===== src/rtl/trainer_stim_sequencer.sv =====
// Walks sel through gates 0..6, drives each {a,b} combo, captures gate_y into a 4-bit truth table.
// Optional 2-flop step_btn synchronizer before the debouncer: define TRAINER_SEQ_BTN_SYNC_EN.
module trainer_stim_sequencer #(
    parameter int DEBOUNCE_CYCLES = 16,
    parameter int SETTLE_CYCLES   = 2,
    parameter int AUTO_PERIOD     = 1000
) (
    input  logic       clk,
    input  logic       rst_n,
    input  logic       step_btn,
    input  logic       auto_en,
    input  logic       gate_y,
    output logic       a,
    output logic       b,
    output logic [2:0] sel,
    output logic [3:0] tt_row,
    output logic [2:0] tt_sel,
    output logic       tt_valid,
    output logic       busy
);

    localparam int DB_W  = (DEBOUNCE_CYCLES > 1) ? $clog2(DEBOUNCE_CYCLES) : 1;
    localparam int STL_W = (SETTLE_CYCLES > 1)   ? $clog2(SETTLE_CYCLES)   : 1;
    localparam int AP_W  = (AUTO_PERIOD > 1)     ? $clog2(AUTO_PERIOD)     : 1;

    typedef enum logic [2:0] {
        S_IDLE, S_DRIVE, S_SETTLE, S_CAPTURE, S_ADVANCE
    } state_e;

    logic btn_in;

`ifdef TRAINER_SEQ_BTN_SYNC_EN
    logic [1:0] sync_q;
    always_ff @(posedge clk or negedge rst_n) begin
        if (!rst_n) sync_q <= '0;
        else        sync_q <= {sync_q[0], step_btn};
    end
    assign btn_in = sync_q[1];
`else
    assign btn_in = step_btn;
`endif

    // Level flips only after DEBOUNCE_CYCLES consecutive opposite samples.
    logic            db_q, db_prev_q;
    logic [DB_W-1:0] db_cnt_q;

    always_ff @(posedge clk or negedge rst_n) begin
        if (!rst_n) begin
            db_q      <= 1'b0;
            db_prev_q <= 1'b0;
            db_cnt_q  <= '0;
        end else begin
            db_prev_q <= db_q;
            if (btn_in != db_q) begin
                if (db_cnt_q == DB_W'(DEBOUNCE_CYCLES - 1)) begin
                    db_q     <= btn_in;
                    db_cnt_q <= '0;
                end else begin
                    db_cnt_q <= db_cnt_q + DB_W'(1);
                end
            end else begin
                db_cnt_q <= '0;
            end
        end
    end

    state_e          state_q, state_d;
    logic [AP_W-1:0] auto_cnt_q;
    logic            manual_step, auto_hit, step_evt;

    assign manual_step = db_q & ~db_prev_q & ~auto_en;
    assign auto_hit    = auto_en && (state_q == S_IDLE) &&
                         (auto_cnt_q == AP_W'(AUTO_PERIOD - 1));
    assign step_evt    = manual_step | auto_hit;

    always_ff @(posedge clk or negedge rst_n) begin
        if (!rst_n)                                          auto_cnt_q <= '0;
        else if (auto_en && state_q == S_IDLE && !auto_hit)  auto_cnt_q <= auto_cnt_q + AP_W'(1);
        else                                                 auto_cnt_q <= '0;
    end

    logic [1:0]       idx_q, idx_d;
    logic [STL_W-1:0] stl_cnt_q, stl_cnt_d;
    logic [2:0]       sel_q, sel_d, tt_sel_q, tt_sel_d;
    logic [3:0]       tt_row_q, tt_row_d;
    logic             tt_valid_q, tt_valid_d, busy_q, busy_d;

    always_ff @(posedge clk or negedge rst_n) begin
        if (!rst_n) state_q <= S_IDLE;
        else        state_q <= state_d;
    end

    always_ff @(posedge clk or negedge rst_n) begin
        if (!rst_n) begin
            idx_q      <= '0;
            stl_cnt_q  <= '0;
            sel_q      <= '0;
            tt_sel_q   <= '0;
            tt_row_q   <= '0;
            tt_valid_q <= 1'b0;
            busy_q     <= 1'b0;
        end else begin
            idx_q      <= idx_d;
            stl_cnt_q  <= stl_cnt_d;
            sel_q      <= sel_d;
            tt_sel_q   <= tt_sel_d;
            tt_row_q   <= tt_row_d;
            tt_valid_q <= tt_valid_d;
            busy_q     <= busy_d;
        end
    end

    // Step events outside IDLE fall through unused, so they are dropped rather than queued.
    always_comb begin
        state_d    = state_q;
        idx_d      = idx_q;
        stl_cnt_d  = stl_cnt_q;
        sel_d      = sel_q;
        tt_sel_d   = tt_sel_q;
        tt_row_d   = tt_row_q;
        tt_valid_d = tt_valid_q;
        busy_d     = busy_q;
        case (state_q)
            S_IDLE: begin
                if (step_evt) begin
                    state_d    = S_DRIVE;
                    tt_valid_d = 1'b0;
                    busy_d     = 1'b1;
                    idx_d      = 2'd0;
                end
            end
            S_DRIVE: begin
                stl_cnt_d = '0;
                state_d   = (SETTLE_CYCLES == 0) ? S_CAPTURE : S_SETTLE;
            end
            S_SETTLE: begin
                if (stl_cnt_q == STL_W'(SETTLE_CYCLES - 1)) state_d = S_CAPTURE;
                else                                        stl_cnt_d = stl_cnt_q + STL_W'(1);
            end
            S_CAPTURE: begin
                tt_row_d[idx_q] = gate_y;
                if (idx_q == 2'd3) begin
                    state_d = S_ADVANCE;
                end else begin
                    idx_d   = idx_q + 2'd1;
                    state_d = S_DRIVE;
                end
            end
            S_ADVANCE: begin
                tt_sel_d   = sel_q;
                tt_valid_d = 1'b1;
                sel_d      = (sel_q == 3'd6) ? 3'd0 : sel_q + 3'd1;
                busy_d     = 1'b0;
                state_d    = S_IDLE;
            end
            default: state_d = S_IDLE;
        endcase
    end

    logic [1:0] ab;
    always_comb begin
        ab = 2'b00;
        if (state_q == S_DRIVE || state_q == S_SETTLE || state_q == S_CAPTURE)
            ab = idx_q;
    end

    assign a        = ab[1];
    assign b        = ab[0];
    assign sel      = sel_q;
    assign tt_row   = tt_row_q;
    assign tt_sel   = tt_sel_q;
    assign tt_valid = tt_valid_q;
    assign busy     = busy_q;

endmodule


===== config.mk =====
export PLATFORM = sky130hd
export DESIGN_NAME = trainer_stim_sequencer
export DESIGN_NICKNAME = d
export VERILOG_FILES = /design/src/rtl/trainer_stim_sequencer.sv
export SDC_FILE = /design/constraint.sdc
export NUM_CORES = 1
export LEC_CHECK = 0
export CAP_MARGIN = 30
export CELL_PAD_IN_SITES_DETAIL_PLACEMENT = 2
export CELL_PAD_IN_SITES_GLOBAL_PLACEMENT = 2
export CORE_MARGIN = 3
export CORE_UTILIZATION = 32
export DETAILED_ROUTE_END_ITERATION = 16
export GPL_TIMING_DRIVEN = 1
export HOLD_SLACK_MARGIN = 0.05
export PLACE_DENSITY_LB_ADDON = 0.1
export SLEW_MARGIN = 20
export SYNTH_ARGS = -nofsm -noshare
export SYNTH_HDL_FRONTEND = slang
export SYNTH_SLANG_ARGS = --single-unit

===== constraint.sdc =====
create_clock -name clk -period 2.75 [get_ports clk]
set_input_delay 0.55 -clock clk [delete_from_list [all_inputs] [get_ports clk]]
set_output_delay 0.55 -clock clk [all_outputs]
set_load 0.02 [all_outputs]

# ---- Word-level counts from Yosys, hierarchy flattened
# Cells that the tools add are included.
dict set report totals {
  ff_bits 34
  latch_bits 0
  mem_bits_rw 0
  romBits 0
  input_bits 5
  n_memories 0
}
dict set report op_classes {
  n_addsub 5
  multipliers 0
  div_mod_pow 0
  order_cmp 2
  eq_ne 12
  shifts 0
  mux 21
  bitwise 5
  reduce_logical 15
}
# operator count
set ops {}
lappend ops {{2-to-1 mux 3 bit} 4}
lappend ops {{case mux 3 bit (4 select lines)} 1}
lappend ops {{adder 10 x 1 -> 10 bit (second input constant)} 1}
lappend ops {{equality test 10 bit (second input constant)} 1}
lappend ops {{2-to-1 mux 10 bit} 1}
lappend ops {{2-to-1 mux 4 bit} 2}
lappend ops {{equality test 3 x 2 -> 1 bit (second input constant)} 2}
lappend ops {{equality test 3 bit (second input constant)} 2}
lappend ops {{2-to-1 mux 2 bit} 3}
lappend ops {{inequality test 2 bit (second input constant)} 3}
lappend ops {{case mux 1 bit (2 select lines)} 3}
lappend ops {{AND reduction 2 bit} 3}
lappend ops {{nonzero test 2 bit} 3}
lappend ops {{adder 4 x 1 -> 4 bit (second input constant)} 1}
lappend ops {{bitwise mux 4 bit} 1}
lappend ops {{equality test 4 bit (second input constant)} 1}
lappend ops {{logical AND 1 bit} 4}
lappend ops {{2-to-1 mux 1 bit} 4}
lappend ops {{case mux 2 bit (2 select lines)} 1}
lappend ops {{adder 3 x 1 -> 3 bit (second input constant)} 1}
lappend ops {{equality test 3 x 1 -> 1 bit (second input constant)} 1}
lappend ops {{logical NOT 3 bit} 1}
lappend ops {{< comparator 2 x 3 -> 1 bit (second input constant)} 1}
lappend ops {{AND reduction 3 bit} 1}
lappend ops {{11 further kinds} 14}

# ---- Depth between registers and ports, before layout
dict set report depth {
  ltp_word 6
  mapped_depth 5
}

# ---- Worst setup path after synthesis
# No wires, ideal clock.
dict set report synth_timing {
  path_type {register -> output}
  start {register state_q[2]}
  end {output port a}
  arrival_ns 1.108
  t_required_ns 2.200
  setup_slack_ns 1.092
  stages_incl_launch_ff 3
  n_path_buf 1
  cell_sequence {dfrtp_1 > clkbuf_1 > nor3_1}
}
dict set report synth_via {
  elab_chain_len 4
}
# element line
set synth_rtl {}
lappend synth_rtl {{from (decl)} 67} ;# state_e state_q, state_d;
lappend synth_rtl {{from (signal assigned)} 90} ;# else state_q <= state_d;
lappend synth_rtl {{equality test 3 x 1 -> 1 bit or equality test 3 x 2 -> 1 bit (tied branches)} 163} ;# if (state_q == S_DRIVE || state_q == S_SETTLE || state_q == S_CAPTURE)
lappend synth_rtl {{logical OR 1 bit} 163}
lappend synth_rtl {{logical OR 1 bit (*)} 163}
lappend synth_rtl {{2-to-1 mux 2 bit (*)} 163}
lappend synth_rtl {{to (decl)} 13} ;# output logic a,
# Mark *: on every way between the ends. The rest lies on a longest branch, timed or not.

# ---- Worst setup path in the final report
dict set report layout_timing {
  start {register state_q[0]}
  end {output port b}
}
dict set report layout_via {
  elab_chain_len 4
}
# element line
set layout_rtl {}
lappend layout_rtl {{equality test 3 x 1 -> 1 bit or equality test 3 x 2 -> 1 bit (tied branches)} 163}
lappend layout_rtl {{logical OR 1 bit} 163}
lappend layout_rtl {{logical OR 1 bit (*)} 163}
lappend layout_rtl {{2-to-1 mux 2 bit (*)} 163}
lappend layout_rtl {{to (decl)} 14} ;# output logic b,
# Marks and branches as above.

==> metrics.md <==
| Metric | Value |
|---|---|
| Vias in the first global route | 1414 |
| Worst-margin pin slew | 450 ps |
| Number of buffers and inverters on the critical path | 1 |
| Worst hold margin | 445 ps |
| Max Slew Vio Count | 0 |
| Average routed wire per standard cell | 15.6 um |
| Cell types occupying the most area after synthesis | dfrtp_1 51%, nand2_1 4.8%, ha_1 4.5%, mux2_2 3.4%, nand3_1 3.3% |
| Number of unique standard cell types used by synthesis | 41 |
| Width of the die | 77.9 um |
| Bufs on Longest Clock Path | 2 |
| Reg2reg setup slack | 1010 ps |
| End-of-flow core utilization | 41.6% |
| Clock sink count | 34 |
| GRT Total Usage | 14.8% |
| Worst-path cell chain | nor2_1 -> nor3_1 -> clkdlybuf4s50_1 |
| Largest fanout on the critical path | 12 |
| Routability Congestion | 0.740 |
| Row cnt | 25 |
| Number of gates given a new drive strength after cts | 0 |
| Total negative setup slack | 0 ps |
| I/O pin count | 19 |
| Net count, final | 196 |
| Static leakage power | 0.846 nW |
| Global-route congestion overflow total | 0 |
| Minimum period implied by the final worst setup slack | 2390 ps |
| Arrival time worst endpoint | 1840 ps |
| Kind of cell adding the most delay to the critical path | buffers and inverters |
| Leading cell type in the layout, fill and taps excluded | dfrtp_1 |
| Fraction of final layout cells sized beyond drive strength 1 | 11.3% |
| Logic depth of the worst register-to-register path | 4 |
| Cell area after technology mapping | 0.00166 mm^2 |
| Later-pin clock latency in the skew report | 290 ps |
| Delay contributed by the slowest stage of the critical path | 630 ps |
| Logic depth of the worst path, buffers included | 3 |
| Type of the worst min-delay path | register to register |
| Final setup fails | 0 |
| Worst clock skew | 7.75 ps |
| Starting density of the core | 34.1% |
| Filler Cell Count | 511 |
| Placeable core area | 0.00485 mm^2 |
| Average cell area after synthesis | 10.2 um^2 |
| Type of destination of the critical path | output pin |
| Number of flip-flops and latches in the synthesized netlist | 34 |
| Top library cells by usage in the layout, fill and taps aside | 34 x dfrtp_1, 21 x nand2_1, 18 x clkdlybuf4s50_1 |
| RSZ-0062 raised after global routing | false |
| Status | finished, final reports clean |
| Syn Inst Count | 162 |
| Post-Route WL | 3940 um |
| Global-route wire length before repair | 7020 um |
| Maximum number of pins on one net before global-route repair | 35 |
| Die area | 0.00607 mm^2 |
| Leading register cell type out of synthesis | dfrtp_1 |
| Port Buffer Count | 18 |
| Clock H-tree levels | 2 |
| Sequential cell area fraction in the yosys report | 51.4% |
| Headroom to the max-slew limit | 70.0% |
| Number of search-and-repair iterations in the first detailed-routing pass | 4 |
| Detailed-route via count | 1268 |
| R2R Path End | tt_valid |
| Post-CTS setup repair buffer count | 0 |
| Non-Filler Cell Area, Final | 0.00202 mm^2 |
| Critical path launch point | state_q[0] |
| Routed via count divided by cell count | 5.01 |
| Clock root buffer | clkbuf_8 |
| Crit start category | register |
| Antenna diode count | 0 |
| Number of flops mapped to enable cells by yosys | 0 |
| Final critical-path share of the clock period | 86.8% |
| Post-synth ARST share | 100% |
| Antenna-violating nets left | 0 |
| Hold violation total from the final report | 0 |
| Synth area leader | dfrtp_1 |
| Peak VDD IR | 0.390 mV |
| Antenna violations before repair | 0 |
| Critical path destination | b |
| Inserted Clock Buffers | 5 |
| Crit path kind | register to output pin |
| Portion of synthesized cell area occupied by the leading cell type | 51.4% |
| Synthesis-to-finish area growth | 21.8% |
| Die Height | 77.9 um |
| CTS tree | built |
| DPL Wire Length | 2820 um |
| Startpoint of the lowest-slack register-to-register path | state_q[0] |
| Clock-pin slew on the worst setup and hold paths | 80 ps |
| Required time of the worst setup path | 2200 ps |
| Syn_nets | 173 |
| # DRC | 0 |
| Fmax | 0.419 GHz |
| Critical-path cell with the highest stage delay | clkdlybuf4s50_1 |
| Count of yosys warnings during synthesis | 0 |
| # Max-Cap Violations | 0 |
| Placed inst area | 0.00191 mm^2 |
| DRT iter0 DRCs | 71 |
| Power per standard cell area | 928 mW/mm^2 |
| Total of hold buffers inserted after clock tree synthesis | 0 |
## state kept, by name, summed over array words and instances (netlist names)
signal and count:
auto_cnt_q 10, busy 1, db_cnt_q 4, db_prev_q 1, db_q 1, idx_q 2, sel 3, state_q 3
stl_cnt_q 1, tt_row 4, tt_sel 3, tt_valid 1
## per-layer routing
metal	global-route usage [%]	part of all wire, %	up-vias
met5	0	0	-
met4	4.20	1.3	0
met3	4.87	3.7	6
met2	23.0	45	18
met1	19.6	50	633
li1	-	-	611
## Yosys cell counts, types with 2 or more instances
cell type / instances
dfrtp_1: 34
nand2_1: 21
nor2_1: 14
nand3_1: 11
o21ai_0: 10
inv_1: 7
ha_1: 6
mux2_2: 5
a21oi_1: 4
a31oi_1: 4
xnor2_1: 4
xor2_1: 4
a21o_1: 3
nor3_1: 3
buf_4: 2
nand2b_1: 2
nand3b_1: 2
nor3b_1: 2
or3b_1: 2
## cell type report
class | count | area, um^2 | share of cell area (%)
clock buffer | 5 | 68.8 | 3.41
inverter | 7 | 26.3 | 1.30
tap | 67 | 83.8 | 4.16
clock inverter | 3 | 40.0 | 1.99
timing repair buffer | 19 | 188 | 9.31
multi-input combinational | 118 | 759 | 37.7
sequential | 34 | 851 | 42.2
## how the worst min path moves through the flow
stage	startpoint	to	slack (ps)	cells after the start
3_3_place_gp	db_q	db_prev_q	440	0
3_5_place_dp	db_q	db_prev_q	430	0
6_report	db_q	db_prev_q	440	0
5_1_grt	db_q	db_prev_q	470	0
2_1_floorplan	rst_n	auto_cnt_q[0]	250	0
4_1_cts	db_q	db_prev_q	450	0
## cells by family after synthesis
kind of cell,count (synthesis),share of synthesized area (%)
and+or+nand+nor,71,23.2
AOI/OAI and AO/OA,28,10.5
adders and majority gates,6,4.54
buffers and inverters,10,2.72
xor gates and xnor gates,8,4.23
muxes,5,3.40
DFF,34,51.4
## stage by stage
stage / total power, W / cells / worst slack, ps
after floorplan: 0.00115 / 162 / 1090
after global routing: 0.00202 / 253 / 202
final: 0.00187 / 253 / 362
after global placement: 0.00140 / 245 / 647
after CTS: 0.00191 / 253 / 329
after detailed placement: 0.00143 / 245 / 595
## power by group
| group | switching (W) | total [W] | internal, W | leakage, nW |
|---|---|---|---|---|
| registers | 0.000152 | 0.000774 | 0.000622 | 0.438 |
| logic | 0.000336 | 0.000640 | 0.000304 | 0.350 |
| clock network | 0.000192 | 0.000459 | 0.000267 | 0.0579 |
| total | 0.000680 | 0.00187 | 0.00119 | 0.846 |
Power figures use the tool's default switching activity.
